**src/rtl/if_fetch_stage.sv**
```systemverilog
// Instruction-fetch stage: owns the PC, issues in-order word fetches and buffers
// responses in a small FIFO toward decode; wrong-path responses are dropped on redirect.
module if_fetch_stage #(
    parameter int              XLEN        = 32,
    parameter logic [XLEN-1:0] RESET_PC    = '0,
    parameter int              FETCH_DEPTH = 2
) (
    input  logic            clk,
    input  logic            rst_n,
    output logic            imem_req_valid,
    input  logic            imem_req_ready,
    output logic [XLEN-1:0] imem_req_addr,
    input  logic            imem_rsp_valid,
    input  logic [XLEN-1:0] imem_rsp_data,
    input  logic            redirect_valid,
    input  logic [XLEN-1:0] redirect_pc,
    output logic            if_valid,
    input  logic            if_ready,
    output logic [XLEN-1:0] if_pc,
    output logic [XLEN-1:0] if_instr,
    output logic [6:0]      if_opcode
);
    localparam int CW = $clog2(FETCH_DEPTH + 1);
    localparam int PW = (FETCH_DEPTH > 1) ? $clog2(FETCH_DEPTH) : 1;

    typedef struct packed {
        logic [XLEN-1:0] pc;
        logic [XLEN-1:0] instr;
    } fetch_entry_t;

    logic [XLEN-1:0] pc;
    logic [CW-1:0]   outstanding, drop, count;
    logic [XLEN-1:0] pcq [FETCH_DEPTH];
    logic [PW-1:0]   pcq_wr, pcq_rd;
    fetch_entry_t    fifo [FETCH_DEPTH];
    logic [PW-1:0]   fifo_wr, fifo_rd;
    fetch_entry_t    head;

    logic            pop, req_fire, rsp_fire, rsp_drop, push;
    logic [CW:0]     credit;
    logic            unused_redirect_lsbs;

    function automatic logic [PW-1:0] ptr_inc(input logic [PW-1:0] p);
        return (p == PW'(FETCH_DEPTH - 1)) ? '0 : p + PW'(1);
    endfunction

    assign unused_redirect_lsbs = ^redirect_pc[1:0];

    // Credits count every slot already promised: in flight plus buffered, minus the one leaving.
    assign credit = {1'b0, outstanding} + {1'b0, count} - {{CW{1'b0}}, (if_valid & if_ready)};

    assign imem_req_valid = rst_n & ~redirect_valid & (credit < (CW+1)'(FETCH_DEPTH));
    assign imem_req_addr  = pc;
    assign req_fire       = imem_req_valid & imem_req_ready;

    assign rsp_fire = imem_rsp_valid & (outstanding != '0);
    assign rsp_drop = rsp_fire & (drop != '0);
    assign push     = rsp_fire & ~rsp_drop & ~redirect_valid;

    assign if_valid  = rst_n & (count != '0);
    assign pop       = if_valid & if_ready & ~redirect_valid;
    assign head      = fifo[fifo_rd];
    assign if_pc     = if_valid ? head.pc    : '0;
    assign if_instr  = if_valid ? head.instr : '0;
    assign if_opcode = if_instr[6:0];

    always_ff @(posedge clk) begin
        if (!rst_n) begin
            pc          <= RESET_PC;
            outstanding <= '0;
            drop        <= '0;
            count       <= '0;
            pcq_wr      <= '0;
            pcq_rd      <= '0;
            fifo_wr     <= '0;
            fifo_rd     <= '0;
        end else begin
            outstanding <= outstanding + CW'(req_fire) - CW'(rsp_fire);
            if (req_fire) begin
                pcq_wr <= ptr_inc(pcq_wr);
                pc     <= pc + XLEN'(4);
            end
            if (rsp_fire)
                pcq_rd <= ptr_inc(pcq_rd);

            if (redirect_valid) begin
                // Everything still in flight after this edge belongs to the old path.
                pc      <= {redirect_pc[XLEN-1:2], 2'b00};
                drop    <= outstanding - CW'(rsp_fire);
                count   <= '0;
                fifo_wr <= '0;
                fifo_rd <= '0;
            end else begin
                if (rsp_drop)
                    drop <= drop - CW'(1);
                if (push)
                    fifo_wr <= ptr_inc(fifo_wr);
                if (pop)
                    fifo_rd <= ptr_inc(fifo_rd);
                count <= count + CW'(push) - CW'(pop);
            end
        end
    end

    always_ff @(posedge clk) begin
        if (req_fire)
            pcq[pcq_wr] <= pc;
        if (push)
            fifo[fifo_wr] <= '{pc: pcq[pcq_rd], instr: imem_rsp_data};
    end

endmodule

```
**config.mk**
```make
export PLATFORM = sky130hd
export DESIGN_NAME = if_fetch_stage
export DESIGN_NICKNAME = d
export VERILOG_FILES = /design/src/rtl/if_fetch_stage.sv
export SDC_FILE = /design/constraint.sdc
export NUM_CORES = 1
export LEC_CHECK = 0
export CORE_MARGIN = 2
export CORE_UTILIZATION = 35
export CTS_CLUSTER_SIZE = 16
export DETAILED_ROUTE_END_ITERATION = 7
export SLEW_MARGIN = 20
export SYNTH_ARGS = -nofsm -noshare
export SYNTH_HDL_FRONTEND = slang
export SYNTH_SLANG_ARGS = --single-unit
```
**constraint.sdc**
```tcl
create_clock -name clk -period 6.86 [get_ports clk]
set_input_delay 1.372 -clock clk [delete_from_list [all_inputs] [get_ports clk]]
set_output_delay 1.372 -clock clk [all_outputs]
set_load 0.03 [all_outputs]
```
# Yosys cells after proc, flatten, opt, wreduce, memory -nomap -nowiden
# Memories as Yosys holds them, arrays and structs flattened. A register that Yosys moved wholly into a read port is not among the register bits.
# Cells that the tools add are included.
op_classes:
  bitwise_logic: 13
  add_sub_neg: 13
  shift: 0
  mul: 0
  eq_ne: 0
  reduce_logical: 6
  magnitude_cmp: 1
  muxes: 18
  div_mod_pow: 0
op_table:
  columns: ["operator", "count"]
  rows:
  - ["$mux W32", 4]
  - ["$add A32 B3 Y32 const B", 1]
  - ["$mux W1", 12]
  - ["$and A1 B1 Y1", 10]
  - ["$reduce_bool A2 Y1", 5]
  - ["$sub A2 B1 Y2", 3]
  - ["$add A1 B1 Y1 const B", 4]
  - ["$add A2 B1 Y2", 2]
  - ["$mux W2", 2]
  - ["$add A2 B2 Y3", 1]
  - ["$lt A3 B2 Y1 const B", 1]
  - ["$not A1 Y1", 3]
  - ["$sub A3 B1 Y3", 1]
  - ["$reduce_or A2 Y1", 1]
  - ["$sub A2 B1 Y2 const B", 1]
word_totals:
  memories: 2
  out_inout_bits: 105
  regBits: 42
  in_bits: 70
  ramBits: 192
  latchBits: 0
  rom_bits: 0
mem_list:
  columns: ["name", "depth", "width", "read_ports", "rd_ports_with_merged_regs", "wr", "line", "source"]
  rows:
  - ["fifo", 2, 64, 1, 1, 1, "35", "fetch_entry_t fifo [FETCH_DEPTH];"]
  - ["pcq", 2, 32, 1, 1, 1, "33", "logic [XLEN-1:0] pcq [FETCH_DEPTH];"]

# Logic depth before layout (Yosys ltp)
# Gate-level depths: netlist (run 1).
logic_depth:
  depth_word: 9
  mapped_depth: 17
  ltp_nobuf: 15

# Least setup slack after synthesis (run 1)
# OpenSTA, ideal clock, no wires.
synth_timing:
  kind: "input-to-reg"
  from: "input rst_n"
  to: "memory pcq[0][10], enable pin"
  setup_slack_ps: 1408
  cell_stages: 13
  arrival_ps: 5035
  required_ps: 6443
  setup_time_ps: 417
  path_cell_list: "o21ai_1 -> inv_1 -> nand2_1 -> inv_1 -> ha_1 -> nand2b_1 -> fa_1 -> nand4b_1 -> nor2_1 -> inv_1 -> clkbuf_1 -> buf_1 -> nor2_1"
synth_via:
  elab_chain_len: 8
  elab_cells_between_ends: 9
synth_rtl:
  columns: ["item", "line", "source"]
  rows:
  - ["start, declared", "9", "input logic rst_n,"]
  - ["$and A1 B1 Y1", "60", "assign if_valid = rst_n & (count != '0);"]
  - ["net if_valid", "17", "output logic if_valid,"]
  - ["$and A1 B1 Y1", "50", "assign credit = {1'b0, outstanding} + {1'b0, count} - {{CW{1'b0}}, (if_valid & if_ready)};"]
  - ["$sub A3 B1 Y3", "50", null]
  - ["$lt A3 B2 Y1", "52", "assign imem_req_valid = rst_n & ~redirect_valid & (credit < (CW+1)'(FETCH_DEPTH));"]
  - ["$and A1 B1 Y1", "52", null]
  - ["$and A1 B1 Y1", "54", "assign req_fire = imem_req_valid & imem_req_ready;"]
  - ["$mux W1", "106", "if (req_fire)"]
  - ["$mux W1 (not written as such)", "107", "pcq[pcq_wr] <= pc;"]
  - ["end, declared", "33", null]
# The timed path passes the listed nets, and every way through them passes these cells.

# Final worst setup path (run 1)
layout_timing:
  from: "input rst_n"
  to: "output imem_req_valid"
layout_via:
  elab_chain_len: 5
  elab_cells_between_ends: 6
layout_rtl:
  columns: ["item", "line", "source"]
  rows:
  - ["$and A1 B1 Y1", "60", null]
  - ["$and A1 B1 Y1", "50", null]
  - ["$sub A3 B1 Y3", "50", null]
  - ["$lt A3 B2 Y1", "52", null]
  - ["$and A1 B1 Y1 *", "52", null]
  - ["end, declared", "10", "output logic imem_req_valid,"]
# Mark *: on every way between the ends. The rest lies on a longest branch, timed or not.

==> impl_metrics.sql, run 1 <==
INSERT INTO impl_metrics (metric_group, metric, value, unit) VALUES
('cts', 'numClockSinks', '226', ''),
('critical_path', 'worst-r2r-setup-slack', '3280', 'ps'),
('run_status', 'violations', 'DRC', ''),
('synthesis', 'synth_cell_type_count', '50', ''),
('sta', 'fin_crit_sh', '82.70', '%'),
('synthesis', 'yosys_register_bits', '226', ''),
('detailed_routing', 'drc', '16', ''),
('place', 'dp_slack', '1235', 'ps'),
('detailed_routing', 'routed_via_density', '4.964', ''),
('sta', 'worst_slew_margin_rel', '27.72', '%'),
('place', 'placement.io_buffers', '168', ''),
('cts', 'clock_tree.buffer_depth', '3', ''),
('power', 'power.static_leakage', '0.003932', 'uW'),
('floorplan', 'floorplan.io_pins', '175', ''),
('synthesis', 'synth-edff-count', '184', ''),
('place', 'dp.final_hpwl', '13360', 'um'),
('sta', 'grt_setup_unrepaired', 'no', ''),
('detailed_routing', 'wirelength', '21240', 'um'),
('synthesis', 'avgSynthCellArea', '13.66', 'um2'),
('critical_path', 'setup.worst_path.start_class', 'input port', ''),
('synthesis', 'ys_dominant_reg_cell', 'sky130_fd_sc_hd__edfxtp_1', ''),
('cts', 'cts_resized', '0', ''),
('synthesis', 'synth-seq-area-share', '68.16', '%'),
('final_layout', 'post_route_cells_drive_above_1_share', '10.42', '%'),
('hold_path', 'worst_min_path_class', 'register to register', ''),
('final_layout', 'area_growth', '29.12', '%'),
('critical_path', 'critical_path_peak_fanout', '4', ''),
('power', 'power.density_cell_area', '268.4', 'mW/mm2'),
('floorplan', 'width_of_the_die', '167.4', 'um'),
('cts', 'post-cts-setup-buffers', '0', ''),
('detailed_routing', 'detailedRoute.firstIterationViolations', '352', ''),
('detailed_routing', 'route.vias.total', '5952', ''),
('sta', 'final_critical_path_setup_slack', '1186', 'ps'),
('floorplan', 'starting_utilization_of_the_core_area', '35.74', '%'),
('sta', 'max_freq', '0.1763', 'GHz'),
('sta', 'fin_worst_skew', '12.17', 'ps'),
('critical_path', 'arrival', '4300', 'ps'),
('final_layout', 'regArea', '0.006370', 'mm2'),
('floorplan', 'design.die.area', '0.02801', 'mm2'),
('final_layout', 'footprint_of_the_multi_input_gates', '0.002730', 'mm2'),
('synthesis', 'synthArstFlopShare', '0', '%'),
('sta', 'final-max-slew-violation-count', '0', ''),
('cts', 'clock_latency', '500', 'ps'),
('critical_path', 'crit_path_end_kind', 'output port', ''),
('floorplan', 'fp-row-count', '59', ''),
('synthesis', 'synth_cells', '684', ''),
('sta', 'tightest_slew', '1076', 'ps'),
('final_layout', 'final_nets', '927', ''),
('sta', 'finalSetupViolations', '0', ''),
('global_routing', 'grt_usage', '14.86', '%'),
('sta', 'finalCriticalPeriod', '5674', 'ps'),
('global_routing', 'antenna_found_initial', '0', ''),
('floorplan', 'placeableCoreArea', '0.02613', 'mm2'),
('critical_path', 'worst-setup-path-type', 'input port to output port', ''),
('sta', 'fin_setup_tns', '0', 'ps'),
('global_routing', 'grt_start_max_net_pins', '63', ''),
('run_status', 'run_status', 'finished, violations left', ''),
('cts', 'clock_tree.htree_level_count', '1', ''),
('global_routing', 'grt_pass1_vias', '5696', ''),
('cts', 'clk_pin_slew_worst_paths', '60', 'ps'),
('cts', 'cts_hold_repair.buffers', '0', ''),
('cts', 'numCtsBuffers', '25', ''),
('power', 'peak_supply_drop', '0.0001353', 'V'),
('synthesis', 'yosysWarnings', '0', ''),
('final_layout', 'fillers', '2360', ''),
('place', 'gp_congestion', '0.7470', ''),
('final_layout', 'layout.cells.most_common', 'sky130_fd_sc_hd__edfxtp_1', ''),
('final_layout', 'num_antenna_cells', '0', ''),
('cts', 'clockRootBuffer', 'sky130_fd_sc_hd__clkbuf_16', ''),
('floorplan', 'chipHeight', '167.4', 'um'),
('global_routing', 'wire_length_of_the_first_global_routing_pass', '32550', 'um'),
('critical_path', 'critical_path_required', '5490', 'ps'),
('detailed_routing', 'drt-pass1-iter-count', '6', ''),
('final_layout', 'layout_common_cells', 'sky130_fd_sc_hd__edfxtp_1 (184), sky130_fd_sc_hd__clkdlybuf4s50_1 (168), sky130_fd_sc_hd__nor2_1 (87)', ''),
('sta', 'finalHoldViolations', '0', ''),
('synthesis', 'mappedNetlistArea', '0.009340', 'mm2'),
('job', 'cap_viol_max_count', '0', ''),
('power', 'post-layout-total-power', '3238', 'uW'),
('detailed_routing', 'post_drt_wl_per_cell', '17.71', 'um'),
('cts', 'tritoncts_clock_tree', 'built', ''),
('global_routing', 'globalRoute.totalOverflow', '0', ''),
('detailed_routing', 'drtAntennaViolNets', '0', '');
[cells by family (layout without fill, tap and decap cells)]
family                     Yosys count  count (layout)  share of synthesized area [%]
xor gates and xnor gates            22              22                          2.063
AOI/OAI and AO/OA                   69              69                          4.515
muxes                               95              95                          10.61
DFF                                226             226                          68.16
adders and majority gates           10              10                          1.420
and+or+nand+nor                    198             198                          10.21
other                                1               4                        0.04015
buffers and inverters               63             240                          2.987
[flip-flops by register name, summed over array words and instances, names as in the netlist, named ones only]
| register | cells |
|---|---|
| fifo | 124 |
| pcq | 60 |
| imem_req_addr | 30 |
| count | 2 |
| drop | 2 |
| outstanding | 2 |
| fifo_rd | 1 |
| fifo_wr | 1 |
| pcq_rd | 1 |
| pcq_wr | 1 |
[area by class of cell]
type                       instances  area share (%)
sequential                       226           52.82
clock inverter                    17          0.6640
tap                              335           3.475
timing repair buffer             179           14.63
clock buffer                      27           5.250
multi-input combinational        398           22.64
inverter                          17          0.5291
[worst max-delay path, stage by stage]
cell and delay, ps:
sky130_fd_sc_hd__clkdlybuf4s50_1 580, sky130_fd_sc_hd__o21ai_4 80, sky130_fd_sc_hd__inv_1 70, sky130_fd_sc_hd__nand2_1 100
sky130_fd_sc_hd__inv_1 70, sky130_fd_sc_hd__ha_1 210, sky130_fd_sc_hd__nand2b_1 150, sky130_fd_sc_hd__fa_1 380
sky130_fd_sc_hd__xnor2_1 190, sky130_fd_sc_hd__nor3b_1 350, sky130_fd_sc_hd__clkdlybuf4s50_1 750
[cells in the mapped netlist (all sizes together) (13+ instances only)]
| library cell | instances | area (um2) |
|---|---|---|
| nor2 | 89 | 334.1 |
| o21ai | 15 | 75.07 |
| nand2 | 30 | 112.6 |
| mux2i | 63 | 630.6 |
| buf | 20 | 116.4 |
| nand3 | 16 | 80.08 |
| a31oi | 13 | 81.33 |
| and3 | 14 | 88.84 |
| dfxtp | 42 | 840.8 |
| nand4 | 16 | 106.4 |
| a21oi | 16 | 80.08 |
| edfxtp | 184 | 5525 |
| clkbuf | 26 | 98.84 |
| mux2 | 32 | 360.4 |
| inv | 17 | 63.81 |
| xnor2 | 15 | 131.4 |
[final timing paths]
path,startpoint,to,cells after the start
max,rst_n,imem_req_valid,11
min,pcq_rd,pcq_rd,2
max reg2reg,count[1],pcq[0][26],13
min reg2reg,pcq_rd,pcq_rd,2
[stage by stage]
stage	cells	instance area (um2)	util [%]	hold WS, ps
2_1_floorplan	687	9351	-	472.5
3_3_place_gp	1155	11350	43.42	487.9
3_5_place_dp	1155	11350	43.42	495.2
4_1_cts	1199	12060	46.15	510.9
5_1_grt	1199	12060	46.15	526.7
6_report	1199	12060	46.15	507.3
[power by group]
group	internal, uW	total [uW]	switching, uW
Combinational	185	422	236
Clock	661	1160	499
Sequential	1590	1660	61.2
[routing by layer]
| layer | part of all wire, % | track usage, % | vias up | wire, um |
|---|---|---|---|---|
| met2 | 46 | 23.96 | 205 | 9800 |
| met1 | 45 | 20.64 | 2871 | 9553 |
| li1 | - | - | 2851 | - |
| met3 | 6.9 | 2.742 | 25 | 1469 |
| met5 | 0 | 0 | - | 0 |
| met4 | 1.9 | 4.197 | 0 | 412 |
(Power assumes the default switching activity.)
==> run 2: changes to the inputs <==
Clock period 6.86 ns to 5.9 ns, I/O delays scaled along.
==> run 2 against run 1 <==
The flow still finishes with violations (DRC); total power up 20%; combinational power up 17%; sequential power up 16%; register-to-register slack worse by 640 ps; non-clock buffer count up 2; clock-buffer cell count up 10; via count down 0.39%; largest cell class unchanged; highest routed layer unchanged; largest power group unchanged.
==> impl_metrics.sql, run 2 (synthesis results as in run 1) <==
INSERT INTO impl_metrics (metric_group, metric, value, unit) VALUES
('run_status', 'run_status', 'finished, violations left', ''),
('run_status', 'violations', 'DRC', ''),
('place', 'placement.io_buffers', '168', ''),
('critical_path', 'critical_path_required', '4720', 'ps'),
('critical_path', 'arrival', '3710', 'ps'),
('sta', 'finalHoldViolations', '0', ''),
('hold_path', 'worst_min_path_class', 'register to register', ''),
('power', 'power.static_leakage', '0.003964', 'uW'),
('critical_path', 'worstReg2RegStart', 'count[1]', ''),
('power', 'peak_supply_drop', '0.0001709', 'V'),
('final_layout', 'layout_common_cells', 'sky130_fd_sc_hd__edfxtp_1 (184), sky130_fd_sc_hd__clkdlybuf4s50_1 (167), sky130_fd_sc_hd__nor2_1 (87)', ''),
('detailed_routing', 'drc', '16', ''),
('sta', 'finalSetupViolations', '0', ''),
('global_routing', 'grt_usage', '14.94', '%'),
('cts', 'clockRootBuffer', 'sky130_fd_sc_hd__clkbuf_16', ''),
('sta', 'fin_crit_sh', '82.94', '%'),
('final_layout', 'final_core_utilization', '46.53', '%'),
('critical_path', 'worst-setup-path-type', 'input port to output port', ''),
('detailed_routing', 'detailedRoute.firstIterationViolations', '393', ''),
('floorplan', 'width_of_the_die', '167.4', 'um'),
('final_layout', 'postLayoutCellArea', '0.01216', 'mm2'),
('detailed_routing', 'drtAntennaViolNets', '0', ''),
('final_layout', 'fillers', '2377', ''),
('sta', 'grt_setup_unrepaired', 'no', ''),
('cts', 'post-cts-setup-buffers', '0', ''),
('global_routing', 'grt_start_max_net_pins', '63', ''),
('sta', 'holdWs', '498.8', 'ps'),
('hold_path', 'holdPathStages', '2', ''),
('cts', 'numCtsBuffers', '25', ''),
('sta', 'fin_worst_skew', '9.738', 'ps'),
('final_layout', 'num_antenna_cells', '0', ''),
('cts', 'clock_tree.buffer_depth', '3', ''),
('cts', 'numClockSinks', '226', ''),
('place', 'placedCellCount', '1157', ''),
('final_layout', 'largest_register_ff_count', '124', ''),
('critical_path', 'rr_worst_depth', '15', ''),
('critical_path', 'timing.critical_path.cells', 'clkdlybuf4s50_1 -> o21ai_4 -> inv_1 -> nand2_1 -> inv_1 -> ha_1 -> nand2b_1 -> fa_1 -> xnor2_1 -> nor3b_1 -> buf_12', ''),
('sta', 'fin_setup_tns', '0', 'ps'),
('final_layout', 'post_route_cells_drive_above_1_share', '10.50', '%'),
('critical_path', 'critPathSlowestCell', 'sky130_fd_sc_hd__clkdlybuf4s50_1', ''),
('floorplan', 'chipHeight', '167.4', 'um'),
('global_routing', 'globalRoute.totalOverflow', '0', ''),
('cts', 'clock_tree.htree_level_count', '1', ''),
('critical_path', 'cp_common_cell', 'sky130_fd_sc_hd__inv_1', ''),
('global_routing', 'grt_pass1_vias', '5659', ''),
('floorplan', 'design.die.area', '0.02801', 'mm2'),
('place', 'dp.final_hpwl', '13360', 'um'),
('critical_path', 'critical_path_peak_fanout', '4', ''),
('place', 'placed_area', '0.01138', 'mm2'),
('detailed_routing', 'post_drt_wl_per_cell', '17.66', 'um'),
('detailed_routing', 'route.vias.total', '5929', ''),
('sta', 'worst_slew_margin_rel', '26.52', '%'),
('floorplan', 'fp-row-count', '59', ''),
('final_layout', 'layout.cells.most_common', 'sky130_fd_sc_hd__edfxtp_1', ''),
('hold_path', 'min-delay-start', 'pcq_rd', ''),
('power', 'power.density_cell_area', '319.8', 'mW/mm2'),
('critical_path', 'worst-r2r-setup-slack', '2640', 'ps'),
('global_routing', 'wire_length_of_the_first_global_routing_pass', '32730', 'um'),
('floorplan', 'starting_utilization_of_the_core_area', '35.74', '%'),
('job', 'cap_viol_max_count', '0', ''),
('detailed_routing', 'routed_via_density', '4.933', ''),
('final_layout', 'final_nets', '929', ''),
('cts', 'clock_latency', '510', 'ps'),
('floorplan', 'floorplan.io_pins', '175', ''),
('floorplan', 'placeableCoreArea', '0.02613', 'mm2'),
('critical_path', 'crit_path_end_kind', 'output port', ''),
('global_routing', 'antenna_found_initial', '0', ''),
('cts', 'clk_pin_slew_worst_paths', '60', 'ps'),
('cts', 'cts_hold_repair.buffers', '0', ''),
('critical_path', 'setup.worst_path.start_class', 'input port', ''),
('cts', 'cts_resized', '0', ''),
('sta', 'max_freq', '0.2043', 'GHz'),
('final_layout', 'finalNonFillerCells', '1202', ''),
('sta', 'finalCriticalPeriod', '4894', 'ps'),
('critical_path', 'worst_r2r_endpoint', 'outstanding[0]', ''),
('place', 'gp_congestion', '0.7758', ''),
('final_layout', 'top_register', 'fifo', ''),
('cts', 'tritoncts_clock_tree', 'built', ''),
('sta', 'final-max-slew-violation-count', '0', ''),
('final_layout', 'area_growth', '30.19', '%'),
('detailed_routing', 'wirelength', '21220', 'um'),
('detailed_routing', 'drt-pass1-iter-count', '7', ''),
('critical_path', 'timing.critical_path.slowest_cell_delay', '560', 'ps'),
('sta', 'tightest_slew', '1094', 'ps');
-- run 2: per-stage QoR --
step | power, uW | setup WS, ps
5_1_grt | 4055 | 807.2
6_report | 3889 | 1006
3_5_place_dp | 2462 | 1033
2_1_floorplan | 2255 | 640.3
4_1_cts | 3938 | 1000
3_3_place_gp | 2455 | 1020
-- run 2: worst max path at each step --
stage / from / to / slack [ps] / cells past startpoint
2_1_floorplan: rst_n / pcq[0][10] / 640 / 13
3_3_place_gp: rst_n / imem_req_valid / 1020 / 11
3_5_place_dp: rst_n / imem_req_valid / 1030 / 11
4_1_cts: rst_n / imem_req_valid / 1000 / 11
5_1_grt: rst_n / imem_req_valid / 810 / 11
6_report: rst_n / imem_req_valid / 1010 / 11
-- run 2: critical path, delay by kind of cell --
family          cells  cell delay (ps)
xor+xnor            1              190
simple gates        3              770
fa+ha+maj           2              590
compound gates      1               80
buf+inv             4              890
-- run 2: metal layers --
layer  global-route usage, %  vias to the layer above  routed length [um]
met3                   2.813                       34                1546
met5                       0                        -                   0
met2                   24.45                      211                9842
met4                   4.348                        0                 426
met1                   20.36                     2830                9407
li1                        -                     2854                   -
-- run 2: where the power goes --
part / switching, uW / internal, uW / total [uW]
Combinational: 271 / 224 / 495
Clock: 583 / 884 / 1470
Sequential: 74.6 / 1850 / 1930
-- run 2: final cells by class --
class | count | area (um2) | area share (%)
flip-flops and latches | 226 | 6370 | 52.38
multi-input cells | 398 | 2730 | 22.45
repair buffers | 181 | 1802 | 14.82
clock buffers | 37 | 680.7 | 5.597
well taps | 335 | 419.2 | 3.447
clock inverters | 8 | 95.09 | 0.7820
inverters | 17 | 63.81 | 0.5247
